$ cat src/rtl/ama_riscv_fetch_q_pkg.sv
// Shared types and constants for the ama_riscv fetch unit and its prefetch queue.
package ama_riscv_fetch_q_pkg;

  typedef enum logic [0:0] {
    FETCH_RUN   = 1'b0,
    FETCH_DRAIN = 1'b1
  } fetch_state_t;

  localparam logic [31:0] RESET_PC_DEFAULT = 32'h4000_0000;

  // Sequential word-aligned PC step; wraps modulo 2^32.
  function automatic logic [31:0] pc_next(input logic [31:0] pc);
    return pc + 32'd4;
  endfunction

endpackage

$ cat src/rtl/ama_riscv_fifo.sv
// Synchronous FIFO with synchronous clear and a registered head (array entry at read pointer).
module ama_riscv_fifo #(
  parameter int unsigned WIDTH = 64,
  parameter int unsigned DEPTH = 2
) (
  input  logic                       clk,
  input  logic                       rst,
  input  logic                       clr,
  input  logic                       push,
  input  logic [WIDTH-1:0]           push_data,
  input  logic                       pop,
  output logic                       full,
  output logic                       empty,
  output logic [WIDTH-1:0]           head,
  output logic [$clog2(DEPTH):0]     count
);

  localparam int unsigned AW = $clog2(DEPTH);
  localparam int unsigned CW = AW + 1;

  logic [WIDTH-1:0] mem [DEPTH];
  logic [AW-1:0]    wr_ptr;
  logic [AW-1:0]    rd_ptr;
  logic [CW-1:0]    cnt;
  logic             pop_ok;
  logic             push_ok;

  assign full    = (cnt == CW'(DEPTH));
  assign empty   = (cnt == '0);
  assign pop_ok  = pop && !empty;
  assign push_ok = push && (!full || pop_ok);
  assign head    = mem[rd_ptr];
  assign count   = cnt;

  always_ff @(posedge clk) begin
    if (rst) begin
      mem    <= '{default: '0};
      wr_ptr <= '0;
      rd_ptr <= '0;
      cnt    <= '0;
    end else if (clr) begin
      wr_ptr <= '0;
      rd_ptr <= '0;
      cnt    <= '0;
    end else begin
      if (push_ok) begin
        mem[wr_ptr] <= push_data;
        wr_ptr      <= wr_ptr + AW'(1);
      end
      if (pop_ok) begin
        rd_ptr <= rd_ptr + AW'(1);
      end
      cnt <= cnt + CW'(push_ok) - CW'(pop_ok);
    end
  end

endmodule

$ cat src/rtl/ama_riscv_fetch_q.sv
// In-order fetch unit with credit-limited requests and a prefetch queue.
// Optional bubble counter port enabled by defining AMA_FETCH_PERF_CNT_EN.
module ama_riscv_fetch_q
  import ama_riscv_fetch_q_pkg::*;
#(
  parameter logic [31:0] RESET_PC = RESET_PC_DEFAULT,
  parameter int unsigned DEPTH    = 2
) (
  input  logic        clk,
  input  logic        rst,
  output logic        imem_req_valid,
  input  logic        imem_req_ready,
  output logic [31:0] imem_req_addr,
  input  logic        imem_rsp_valid,
  input  logic [31:0] imem_rsp_data,
  input  logic        redirect_valid,
  input  logic [31:0] redirect_pc,
  output logic        inst_valid,
  input  logic        inst_ready,
  output logic [31:0] inst,
  output logic [31:0] inst_pc
`ifdef AMA_FETCH_PERF_CNT_EN
  ,
  output logic [31:0] perf_bubble_cnt
`endif
);

  localparam int unsigned CW = $clog2(DEPTH) + 1;

  fetch_state_t  state;
  fetch_state_t  state_nxt;
  logic [31:0]   fetch_pc;
  logic [31:0]   rsp_pc;
  logic [CW-1:0] outstanding;
  logic [CW-1:0] count;
  logic [CW:0]   credit_used;
  logic          req_fire;
  logic          push;
  logic          pop;
  logic          full;
  logic          empty;
  logic [63:0]   head;

  assign imem_req_addr = fetch_pc;
  assign req_fire      = imem_req_valid && imem_req_ready;
  // Responses are only kept in RUN and never in the redirect cycle itself.
  assign push          = imem_rsp_valid && (state == FETCH_RUN) && !redirect_valid;
  assign pop           = inst_valid && inst_ready;
  assign inst_valid    = !empty;
  assign inst          = head[63:32];
  assign inst_pc       = head[31:0];

  always_ff @(posedge clk) begin
    if (rst) begin
      state <= FETCH_RUN;
    end else begin
      state <= state_nxt;
    end
  end

  always_comb begin
    state_nxt      = state;
    imem_req_valid = 1'b0;
    credit_used    = {1'b0, outstanding} + {1'b0, count};
    if (!rst && (state == FETCH_RUN) && !redirect_valid &&
        (credit_used < (CW+1)'(DEPTH))) begin
      imem_req_valid = 1'b1;
    end
    if (redirect_valid) begin
      state_nxt = (outstanding > CW'(imem_rsp_valid)) ? FETCH_DRAIN : FETCH_RUN;
    end else if ((state == FETCH_DRAIN) && imem_rsp_valid && (outstanding == CW'(1))) begin
      state_nxt = FETCH_RUN;
    end
  end

  always_ff @(posedge clk) begin
    if (rst) begin
      fetch_pc    <= RESET_PC;
      rsp_pc      <= RESET_PC;
      outstanding <= '0;
    end else begin
      outstanding <= outstanding + CW'(req_fire) - CW'(imem_rsp_valid);
      if (redirect_valid) begin
        fetch_pc <= redirect_pc;
        rsp_pc   <= redirect_pc;
      end else begin
        if (req_fire) fetch_pc <= pc_next(fetch_pc);
        if (push)     rsp_pc   <= pc_next(rsp_pc);
      end
    end
  end

  ama_riscv_fifo #(
    .WIDTH(64),
    .DEPTH(DEPTH)
  ) u_fifo (
    .clk      (clk),
    .rst      (rst),
    .clr      (redirect_valid),
    .push     (push),
    .push_data({imem_rsp_data, rsp_pc}),
    .pop      (pop),
    .full     (full),
    .empty    (empty),
    .head     (head),
    .count    (count)
  );

  // Credit rule keeps outstanding + count <= DEPTH, so a push never meets a full queue.
  assert property (@(posedge clk) disable iff (rst) !(push && full && !pop));

`ifdef AMA_FETCH_PERF_CNT_EN
  always_ff @(posedge clk) begin
    if (rst) begin
      perf_bubble_cnt <= '0;
    end else if (inst_ready && !inst_valid && (perf_bubble_cnt != '1)) begin
      perf_bubble_cnt <= perf_bubble_cnt + 32'd1;
    end
  end
`endif

endmodule

$ cat config.mk
export PLATFORM = sky130hd
export DESIGN_NAME = ama_riscv_fetch_q
export DESIGN_NICKNAME = d
export VERILOG_FILES = /design/src/rtl/ama_riscv_fetch_q_pkg.sv /design/src/rtl/ama_riscv_fifo.sv /design/src/rtl/ama_riscv_fetch_q.sv
export SDC_FILE = /design/constraint.sdc
export NUM_CORES = 1
export LEC_CHECK = 0
export BUFFER_PORTS_ARGS = -buffer_cell sky130_fd_sc_hd__buf_2
export CAP_MARGIN = 20
export CORE_UTILIZATION = 56
export DETAILED_ROUTE_END_ITERATION = 16
export HOLD_SLACK_MARGIN = 0.05
export PLACE_DENSITY_LB_ADDON = 0.08
export SETUP_SLACK_MARGIN = 0.3
export SLEW_MARGIN = 40
export SYNTH_ARGS = -nofsm -noshare
export SYNTH_HDL_FRONTEND = slang
export SYNTH_SLANG_ARGS = --single-unit
$ cat constraint.sdc
create_clock -name clk -period 3.8 [get_ports clk]
set_clock_uncertainty 0.1 [all_clocks]
set_input_delay 0.19 -clock clk [delete_from_list [all_inputs] [get_ports clk]]
set_output_delay 0.19 -clock clk [all_outputs]
set_load 0.01 [all_outputs]
==> results.cfg <==
[worst_setup_path]
slowest_delay_ps = 470
cp.buffers_inverters = 2
r2r_end = imem_req_addr[16]
r2r_slack_ps = 920
arrival_ps = 3130
critical_path_class = reg2reg
cpMaxStageDelayCell = fa_1
crit_path_end_kind = flop
reg2reg_depth = 9
critPathTopFamily = simple AND/OR/NAND/NOR gates
start_kind = flop
cp.required_ps = 4050
critPathMaxFanout = 12
worstPathCellList = inv_1 -> nor2_1 -> fa_1 -> nor4b_4 -> and2_1 -> inv_2 -> nor4_4 -> mux2_2 -> a21oi_1
r2r_start = outstanding[0]

[timing]
finalCritPeriodShare_pct = 75.9
slew_headroom_pct = 46.4
rsz0062_at_grt = no
finalHoldViolCount = 0
slew_viol_final = 0
finalSetupViolCount = 0
hold_ws_ps = 77.2
period_minus_slack_ps = 2880
tns_ps = 0
fmax_mhz = 347
worst_slew_pin_slew_ps = 799

[synthesis]
postSynthAreaPerCell_sq_um = 8.16
synth_fa_ha_area_share_pct = 1.18
synth_most_common_cell = nand2_1
synth_top_area_cell = dfxtp_1
synth_top_family_by_area = simple AND/OR/NAND/NOR gates
synth_common_cells = nand2_1 (299), dfxtp_1 (199), a21oi_1 (165), mux2_2 (66), clkbuf_1 (55)
synth-simple-area-share_pct = 22.1
ys_async_sr_fraction_pct = 0
synth-edff-count = 0
synth_area_sq_um = 9100
synth_cell_types = 53
synth_top_area_share_pct = 43.8
syn_nets = 1194
synth_ff_type = dfxtp_1
netlist_top_cells_area = dfxtp_1 (44%), nand2_1 (12%), a21oi_1 (9.1%)
synth_compound_area_share_pct = 15.0
synthMuxAreaShare_pct = 8.95
synth-xor-area-share_pct = 4.33
synth_warnings = 0
yosysSeqAreaShare_pct = 43.8
synth_seq_cells = 199
postSynthCellCount = 1116

[worst_hold_path]
hold_start = redirect_pc[24]
hold_path_class = in2reg
min_to = imem_req_addr[24]
hold_depth = 4

[detailed_routing]
wl_mm = 23.7
routedWlPerCell_um = 15.6
drt_iter0_drc = 677
num_vias = 8377
ant_nets = 0
first_pass_iters = 5
drc = 0
viasPerCell = 5.51

[clock_tree]
post-cts-setup-buffers = 0
ctsRootBufferMaster = clkbuf_16
htreeDepth = 4
worstSkewPairLatency_ps = 430
cts_buffer_depth = 2
clkTransAtPathRegs_ps = 70
numCtsBuffers = 17
cts_resized = 0
cts_tree = yes
cts.sinks = 199

[global_route]
overflow = 0
grt_max_degree = 96
grt_usage_pct = 27.9
grt_pass1_wl_mm = 37.1
grt_pass1_vias = 7469
antenna_found_initial = 0

[place]
io_buffers = 167
gp_congestion = 0.861
dp_hpwl_mm = 15.3

[floorplanning]
coreArea_sq_um = 15900
start_util_pct = 57.3
rows = 46
pin_count = 168
dieWidth_um = 130
die_h_um = 130
fp.dieArea_sq_um = 16800

[pwr]
power_density_nw_per_um2 = 411
worst_ir_drop_vdd_uv = 320
power_leakage_nw = 4.44

[status]
status = finished, final reports clean

[run]
maxCapViolations = 0

[final_layout]
syn_to_final_growth_pct = 22.8
layout.nets = 1369
drive_gt1_share_pct = 22.4
fillers = 1327
cell families (layout without fill, tap and decap cells):
kind of cell / Yosys count / in the layout
AOI/OAI and AO/OA: 239 / 239
xor gates and xnor gates: 45 / 45
adders and majority gates: 8 / 8
buffers and inverters: 105 / 291
DFF: 199 / 199
muxes: 73 / 73
other: 0 / 1
and+or+nand+nor: 447 / 447
where the power goes:
group	internal [mW]	total, mW	switching [mW]
logic	0.241	0.537	0.296
registers	2.17	2.27	0.103
clock network	1.03	1.78	0.749
registers in the layout, summed over array words and instances, names as in the netlist:
name,cells
rsp_pc,32
u_fifo.wr_ptr,1
imem_req_addr,32
u_fifo.mem,128
u_fifo.rd_ptr,1
outstanding,2
u_fifo.count,2
state,1
through the flow:
stage	utilization [%]	total power, mW	setup slack [ps]	std cells	instance area [sq um]
finish	70.4	4.60	916	1519	11200
global route	70.4	4.78	742	1518	11200
CTS	70.3	4.62	949	1518	11200
detailed placement	63.2	2.81	963	1433	10000
global placement	63.1	2.80	1010	1433	10000
floorplan	-	2.62	1070	1116	9100
area by class of cell:
cell class | count | area (sq um) | area share [%]
diodes | 1 | 2.50 | 0.0224
clock buffers | 23 | 488 | 4.36
clock inverters | 7 | 92.6 | 0.828
inverters | 25 | 93.8 | 0.839
multi-input cells | 812 | 4720 | 42.2
flip-flops and latches | 199 | 3990 | 35.7
well taps | 216 | 270 | 2.42
repair buffers | 236 | 1530 | 13.7
worst max path at each step:
stage	startpoint	endpoint	cells past startpoint
detailed placement	outstanding[0]	imem_req_addr[16]	9
CTS	outstanding[0]	imem_req_addr[16]	9
global placement	outstanding[0]	imem_req_addr[16]	9
floorplan	outstanding[0]	outstanding[0]	12
global route	outstanding[0]	outstanding[1]	11
finish	outstanding[0]	imem_req_addr[16]	9
tightest hold or removal path, cell delays in order:
cell,delay (ps)
buf_2,90
inv_1,40
a21oi_1,100
a21boi_0,130
cells in the final DEF (no fill, tap or decap), types with 23 or more instances in the layout:
master and count:
nand2_1 298, dfxtp_1 198, buf_2 166, a21oi_1 165, mux2_2 66, dlygate4sd3_1 55, nor2_1 27, nand3_1 26
nand4_1 25, xor2_1 25, inv_1 23, a21boi_0 23
repair_timing:
action / 4_1_cts / 5_1_grt
hold buffers: 55 / 0
endpoints found under the hold margin: 103 / 0
setup endpoints to repair: 0 / 0
layer usage:
metal / routed length (um) / share of wire, % / track usage (%) / vias to the layer above
met5: 0 / 0 / 0 / -
met4: 248 / 1.0 / 7.25 / 0
met3: 1260 / 5.3 / 4.54 / 24
met2: 11200 / 47 / 46.2 / 273
met1: 11000 / 46 / 37.9 / 3924
li1: - / - / - / 4156
(Power assumes the default switching activity.)
